$ cat src/rtl/spi_data_shifter.sv
// Byte-wide SPI master datapath: shifts MOSI and samples MISO on the
// leading/trailing edge strobes produced by spi_clock_generator.
module spi_data_shifter #(
    parameter int SPI_MODE  = 0,
    parameter bit MSB_FIRST = 1'b1
) (
    input  logic       i_Clk,
    input  logic       i_Rst,
    input  logic [7:0] i_TX_Byte,
    input  logic       i_TX_DV,
    output logic       o_TX_Ready,
    output logic       o_Gen_Start,
    input  logic       i_Gen_Ready,
    input  logic       i_Leading_Edge,
    input  logic       i_Trailing_Edge,
    output logic       o_SPI_MOSI,
    input  logic       i_SPI_MISO,
    output logic [7:0] o_RX_Byte,
    output logic       o_RX_DV,
    output logic       o_Abort
);
    localparam logic CPHA = (SPI_MODE % 2) == 1;

    typedef enum logic [2:0] {
        IDLE,
        START,
        WAIT_BUSY,
        SHIFT,
        DONE
    } state_t;

    state_t     state;
    logic [7:0] tx_byte;
    logic [7:0] rx_shift;
    logic [3:0] tx_cnt;
    logic [3:0] rx_cnt;
    logic [2:0] wait_cnt;

    logic       active;
    logic       drive_evt;
    logic       sample_evt;
    logic [2:0] bit_idx;
    logic [3:0] rx_cnt_nxt;
    logic [7:0] rx_next;
    logic       first_bit;

    assign active     = (state == WAIT_BUSY) || (state == SHIFT);
    assign drive_evt  = active && (tx_cnt < 4'd8) &&
                        (CPHA ? i_Leading_Edge : i_Trailing_Edge);
    // rx_cnt saturates so stray strobes cannot disturb a full byte
    assign sample_evt = active && (rx_cnt < 4'd8) &&
                        (CPHA ? i_Trailing_Edge : i_Leading_Edge);
    assign rx_cnt_nxt = rx_cnt + {3'd0, sample_evt};
    assign bit_idx    = MSB_FIRST ? (3'd7 - tx_cnt[2:0]) : tx_cnt[2:0];
    assign rx_next    = MSB_FIRST ? {rx_shift[6:0], i_SPI_MISO}
                                  : {i_SPI_MISO, rx_shift[7:1]};
    assign first_bit  = MSB_FIRST ? i_TX_Byte[7] : i_TX_Byte[0];

    always_ff @(posedge i_Clk or posedge i_Rst) begin
        if (i_Rst) begin
            state       <= IDLE;
            o_TX_Ready  <= 1'b1;
            o_Gen_Start <= 1'b0;
            o_SPI_MOSI  <= 1'b0;
            o_RX_Byte   <= 8'h00;
            o_RX_DV     <= 1'b0;
            o_Abort     <= 1'b0;
            tx_byte     <= 8'h00;
            rx_shift    <= 8'h00;
            tx_cnt      <= 4'd0;
            rx_cnt      <= 4'd0;
            wait_cnt    <= 3'd0;
        end else begin
            o_Gen_Start <= 1'b0;
            o_RX_DV     <= 1'b0;
            o_Abort     <= 1'b0;

            if (drive_evt) begin
                o_SPI_MOSI <= tx_byte[bit_idx];
                tx_cnt     <= tx_cnt + 4'd1;
            end
            if (sample_evt) begin
                rx_shift <= rx_next;
                rx_cnt   <= rx_cnt_nxt;
            end

            unique case (state)
                IDLE: begin
                    if (i_TX_DV) begin
                        tx_byte     <= i_TX_Byte;
                        o_SPI_MOSI  <= first_bit;
                        tx_cnt      <= CPHA ? 4'd0 : 4'd1;
                        rx_cnt      <= 4'd0;
                        wait_cnt    <= 3'd0;
                        o_TX_Ready  <= 1'b0;
                        o_Gen_Start <= 1'b1;
                        state       <= START;
                    end
                end
                START: state <= WAIT_BUSY;
                WAIT_BUSY: begin
                    if (!i_Gen_Ready) begin
                        state <= SHIFT;
                    end else if (wait_cnt == 3'd4) begin
                        o_Abort    <= 1'b1;
                        o_SPI_MOSI <= 1'b0;
                        o_TX_Ready <= 1'b1;
                        state      <= IDLE;
                    end else begin
                        wait_cnt <= wait_cnt + 3'd1;
                    end
                end
                SHIFT: begin
                    // generator idle again: byte complete or cut short
                    if (i_Gen_Ready) begin
                        if (rx_cnt_nxt == 4'd8) begin
                            state <= DONE;
                        end else begin
                            o_Abort    <= 1'b1;
                            o_SPI_MOSI <= 1'b0;
                            o_TX_Ready <= 1'b1;
                            state      <= IDLE;
                        end
                    end
                end
                DONE: begin
                    o_RX_Byte  <= rx_shift;
                    o_RX_DV    <= 1'b1;
                    o_SPI_MOSI <= 1'b0;
                    o_TX_Ready <= 1'b1;
                    state      <= IDLE;
                end
                default: state <= IDLE;
            endcase
        end
    end
endmodule

$ cat config.mk
export PLATFORM = sky130hd
export DESIGN_NAME = spi_data_shifter
export DESIGN_NICKNAME = d
export VERILOG_FILES = /design/src/rtl/spi_data_shifter.sv
export SDC_FILE = /design/constraint.sdc
export NUM_CORES = 1
export LEC_CHECK = 0
export BUFFER_PORTS_ARGS = -buffer_cell sky130_fd_sc_hd__buf_2
export CAP_MARGIN = 20
export CELL_PAD_IN_SITES_DETAIL_PLACEMENT = 0
export CELL_PAD_IN_SITES_GLOBAL_PLACEMENT = 1
export CORE_ASPECT_RATIO = 0.6
export CORE_UTILIZATION = 30
export CTS_CLUSTER_SIZE = 20
export DETAILED_ROUTE_END_ITERATION = 6
export HOLD_SLACK_MARGIN = 0.02
export PLACE_DENSITY_LB_ADDON = 0.1
export SLEW_MARGIN = 20
export SYNTH_ARGS = -nofsm -noshare
export SYNTH_HDL_FRONTEND = slang
export SYNTH_SLANG_ARGS = --single-unit
export TNS_END_PERCENT = 30
$ cat constraint.sdc
create_clock -name i_Clk -period 2 [get_ports i_Clk]
set_input_delay 0.1 -clock i_Clk [delete_from_list [all_inputs] [get_ports i_Clk]]
set_output_delay 0.1 -clock i_Clk [all_outputs]
set_load 0.01 [all_outputs]
* Word level (Yosys, flattened, before mapping)
Cells that the tools add are included.
** Storage, ports and cells
- Bits in registers :: 43
- Input port bits :: 15
- Output and inout port bits :: 13
- Word-level logic and storage cells :: 83
** Operators by class
- Add/sub/neg operators :: 4
- Order comparisons :: 3
- Eq/ne operators :: 13
- Muxes and demuxes :: 39
- Reductions and logical operators :: 12
** Operators by type and width (count)
- $mux W3 :: 8
- $mux W4 :: 6
- $mux W1 :: 19
- $pmux W3 S4 :: 1
- $ne A2 B2 Y1 const B :: 5
- $lt A4 B4 Y1 const B :: 2
- $pmux W1 S4 :: 2
- $eq A3 B2 Y1 const B :: 2
- $eq A3 B3 Y1 const B :: 2
- $pmux W3 S2 :: 1
- $reduce_and A6 Y1 :: 1
- $add A4 B1 Y4 :: 1
- $add A4 B1 Y4 const B :: 1
- $eq A4 B4 Y1 const B :: 1
- $logic_and A1 B1 Y1 :: 4
- $lt A3 B4 Y1 const B :: 1
- $reduce_and A4 Y1 :: 1
- $reduce_bool A4 Y1 :: 1
- $add A3 B1 Y3 const B :: 1
- $bmux W1 S3 :: 1
- $eq A3 B1 Y1 const B :: 1
- $logic_not A3 Y1 :: 1
- $ne A3 B2 Y1 const B :: 1
- $reduce_and A3 Y1 :: 1
- other kinds (6) :: 6

* Logic depth before layout (Yosys ltp)
- Depth after elaboration :: 9
- Gate-level depth with buffers :: 9

* Worst setup path before layout
No wires, ideal clock.
- Kind :: register to register
- Start :: register state[1]
- End :: register o_SPI_MOSI
- Library setup time :: 0.065 ns
- Arrival :: 1.937 ns
- Slack :: -0.003 ns
- Cell stages (with the launch flop) :: 10
- Buffers on the path :: 2
- Clock period less this slack :: 2.003 ns
- Path through :: dfrtp_1 buf_6 and4bb_2 buf_6 ha_1 ha_1 nor3b_2 nand3_1 o211ai_2 a22o_1
** Between the ends
- Cells in the longest elaborated chain, start to end :: 9
- Elaborated cells between the ends (all ways) :: 18
- Classes of those cells :: add/sub (1); eq/ne (4); mux (7); reduce/logical (6)
** Ends and longest elaborated chain
- start, declared :: RTL line 32 : state_t state;
- start signal, assigned :: RTL line 61 : state <= IDLE;
- start signal, assigned :: RTL line 97 : state <= START;
- start signal, assigned :: RTL line 100 : START: state <= WAIT_BUSY;
- $eq A3 B2 Y1 :: RTL line 47, 87
- $logic_or A1 B1 Y1 :: RTL line 47 : assign active = (state == WAIT_BUSY) || (state == SHIFT);
- $logic_and A1 B1 Y1 (2 in a row) :: RTL line 51 : assign sample_evt = active && (rx_cnt < 4'd8) &&
- $add A4 B1 Y4 :: RTL line 53 : assign rx_cnt_nxt = rx_cnt + {3'd0, sample_evt};
- $eq A4 B4 Y1 :: RTL line 116 : if (rx_cnt_nxt == 4'd8) begin
- $mux W1 :: RTL line 116
- $mux W1 :: RTL line 115 : if (i_Gen_Ready) begin
- $pmux W1 S4 * :: RTL line 87 : unique case (state)
- end signal, assigned :: RTL line 79 : o_SPI_MOSI <= tx_byte[bit_idx];
- end signal, assigned :: RTL line 91 : o_SPI_MOSI <= first_bit;
- end, declared :: RTL line 16 : output logic o_SPI_MOSI,
Mark *: on every way between the ends. The rest lies on a longest branch, timed or not.
A chain may end at the register's enable or synchronous reset.

* Final worst setup path
- Start :: register rx_cnt[3]
- End :: register o_SPI_MOSI
** Between the ends
- Cells in the longest elaborated chain, start to end :: 8
** Ends and longest elaborated chain
- start, declared :: RTL line 36 : logic [3:0] rx_cnt;
- start signal, assigned :: RTL line 84 : rx_cnt <= rx_cnt_nxt;
- $lt A4 B4 Y1 :: RTL line 51
- $logic_and A1 B1 Y1 (2 in a row) :: RTL line 51
- $add A4 B1 Y4 * :: RTL line 53
- $eq A4 B4 Y1 * :: RTL line 116
- $mux W1 * :: RTL line 116
- $mux W1 * :: RTL line 115
- $pmux W1 S4 * :: RTL line 87
Marked as above.

==> impl_metrics.csv <==
group,metric,value,unit
global_route,overflow,0,
setup_path,max_stage_delay,380,ps
yosys,synth_mux_area_share,18.1,%
yosys,syn-num-nets,177,
sta,finalCriticalPeriod,1890,ps
place,place.gp.congestion,0.771,
setup_path,path_cells,"and4bb_2 > ha_1 > ha_1 > nor3b_2 > nand3_1 > o211ai_2 > a22o_1",
yosys,synth-compound-area-share,7.73,%
floorplan,ios,28,
routing,first_iter_violations,60,
place,placement.cell_area,2250,sq um
pwr,switching_share,30.9,%
final_layout,num-nets-final,210,
place,post-place-ws,110,ps
setup_path,startpoint_type,"flip-flop",
sta,drv_slew,0,
setup_path,worst_path_most_repeated_cell,"ha_1",
place,port_buffers,27,
floorplan,die_x,108,microns
setup_path,cp_num_buf_inv,0,
sta,skew,4.43,ps
floorplan,core,6330,sq um
pwr,total_power,3.56,mW
pwr,peakVddDrop,0.533,mV
run,cap_violations,0,
routing,viasPerCell,4.61,
routing,drt_pre_antenna_iters,5,
yosys,synth_seq_area_share,52.8,%
routing,vias,1267,
yosys,async_flop_share,100,%
yosys,synth_top_family_by_area,"multiplexers",
pwr,power_leakage,1.16,nW
setup_path,path_delay_family,"simple AND/OR/NAND/NOR gates",
hold_path,worstHoldPathType,"input pin to flip-flop",
yosys,yosys.cell_count.top_type,"dfrtp_1",
setup_path,required,2220,ps
pwr,switchingPower,1.10,mW
yosys,synth-edff-count,0,
yosys,synth.distinct_cells,44,
pwr,p_int,2.46,mW
place,dp.cells,266,
place,place_hpwl,2780,microns
sta,setup_violations,0,
setup_path,crit_fanout,4,
final_layout,layout.cells.non_filler,275,
setup_path,crit_slowest_cell,"dfrtp_1",
yosys,synth_ff_type,"dfrtp_1",
global_route,first_global_vias,1278,
cts,tritoncts,"yes",
setup_path,critPathKind,"flip-flop to flip-flop",
cts,clk_pin_slew_worst_paths,60,ps
global_route,grt.total_usage,12.3,%
setup_path,critical_path_arrival,2100,ps
yosys,synth.ff_latch_count,43,
sta,finalSetupTns,0,ps
sta,tightest_slew,548,ps
global_route,grt_antenna_before_repair,0,
routing,drc,0,
yosys,synthAdderAreaFrac,3.07,%
cts,post_cts_buffers,0,
yosys,yosysTopAreaCellShare,51.5,%
status,status,"finished clean",
cts,cts_sinks,43,
sta,finalHoldViolations,0,
routing,wirelength,3860,microns
sta,rsz0062_at_grt,"true",
cts,cts_buffers,5,
final_layout,n_antenna_cell,0,
routing,ant_nets,0,
pwr,seqPwrFrac,40.4,%
sta,min_period_over_period,94.3,%
sta,fin_ws,115,ps
final_layout,fill_cells,615,
final_layout,fin_area,2450,sq um
final_layout,area_growth,20.2,%
yosys,synth_commonest_cells,"42 x dfrtp_1, 16 x mux2_2, 12 x nor2_1",
pwr,p_clk_share,29.5,%
sta,relSlewSlack,63.4,%
pwr,p_comb_share,30.1,%
sta,whs,49.3,ps
yosys,syn_area_per_cell,13.0,sq um
routing,routedWlPerCell,14.0,microns
final_layout,final_layout_size_suffix_gt1_share,39.8,%
yosys,synthCells,157,
setup_path,endpoint_kind,"flip-flop",
cts,insertion_delay,280,ps
sta,fmax,530,MHz
cts,root_buffer,"clkbuf_16",
final_layout,fin_util,38.7,%
yosys,synth-simple-area-share,12.5,%
floorplan,start_util,32.2,%
global_route,grt_pass1_wl,6600,microns
cts,clk_path_buf_depth,2,
global_route,grt_max_degree,44,
yosys,synth.largest_area_cell,"dfrtp_1",
floorplan,rows,22,
floorplan,die_h,65.9,microns
cts,ctsHtreeMaxLevel,2,
pwr,p_per_area,1450,nW/um^2
floorplan,die_area,7150,sq um
yosys,synth-xor-area-share,1.29,%
yosys,yosys_warnings,0,
yosys,syn-cell-area,2040,sq um
yosys,ys_top_cells_by_area,"dfrtp_1 52%, mux2_2 8.8%, mux2_4 5.9%",
==> registers in the layout (all words and copies together), names as in the netlist <==
name,flops
rx_shift,8
wait_cnt,3
rx_cnt,4
tx_cnt,4
o_Abort,1
o_RX_DV,1
o_TX_Ready,1
tx_byte,8
o_RX_Byte,8
o_Gen_Start,1
o_SPI_MOSI,1
state,3
==> area by class of cell <==
type / count / area (sq um) / share of cell area [%]
clock buffer: 5 / 125 / 5.10
clock inverter: 3 / 67.6 / 2.76
inverter: 8 / 30.0 / 1.22
multi-input combinational: 100 / 872 / 35.6
sequential: 43 / 1080 / 43.9
tap: 84 / 105 / 4.29
timing repair buffer: 32 / 175 / 7.14
==> per-layer routing <==
metal / global-route usage, % / part of all wire (%) / wire length, microns
met1: 18.4 / 55 / 2130
met2: 16.1 / 39 / 1520
met3: 4.63 / 5.2 / 199
met4: 2.87 / 0.29 / 11
met5: 0 / 0 / 0
==> cells by family after synthesis <==
group	count (synthesis)
AO/OA/AOI/OAI	21
XOR/XNOR	3
adder cells (fa/ha/maj)	5
buffers and inverters	14
flip-flops	43
multiplexers	31
AND/OR/NAND/NOR	40
==> cells in the final DEF, fill, tap and decap left out, drive strengths merged, types with 5 or more instances in the layout <==
cell and count:
nor2 14, mux2 24, ha 5, nand2 5
clkbuf 5, dfrtp 42, inv 8, buf 31
mux2i 7, nor2b 5
==> path summary, 6_finish.rpt <==
check,start,endpoint,slack [ps],cells past startpoint
max,rx_cnt[3]$_DFF_PP0_,o_SPI_MOSI$_DFF_PP0_,110,7
min,i_TX_Byte[3],tx_byte[3]$_DFFE_PP0P_,50,2
max reg2reg,rx_cnt[3]$_DFF_PP0_,o_SPI_MOSI$_DFF_PP0_,110,7
min reg2reg,o_TX_Ready$_DFFE_PP1P_,o_TX_Ready$_DFFE_PP1P_,480,2
max in group asynchronous,i_Rst,tx_byte[1]$_DFFE_PP0P_,1110,4
min in group asynchronous,i_Rst,o_RX_Byte[2]$_DFFE_PP0P_,510,4
==> power by group through the flow <==
stage | clock (mW) | combinational [mW] | sequential, mW
6_report | 1.05 | 1.07 | 1.44
5_1_grt | 1.12 | 1.21 | 1.49
4_1_cts | 1.08 | 1.08 | 1.44
3_5_place_dp | 0 | 1.08 | 1.45
3_3_place_gp | 0 | 1.06 | 1.45
2_1_floorplan | 0 | 0.895 | 1.38
==> timing repair <==
action	in CTS	in global routing
endpoints found under the setup margin	0	3
hold buffers	1	0
resized for setup	0	0
endpoints found under the hold margin	42	0
Power figures use the tool's default switching activity.
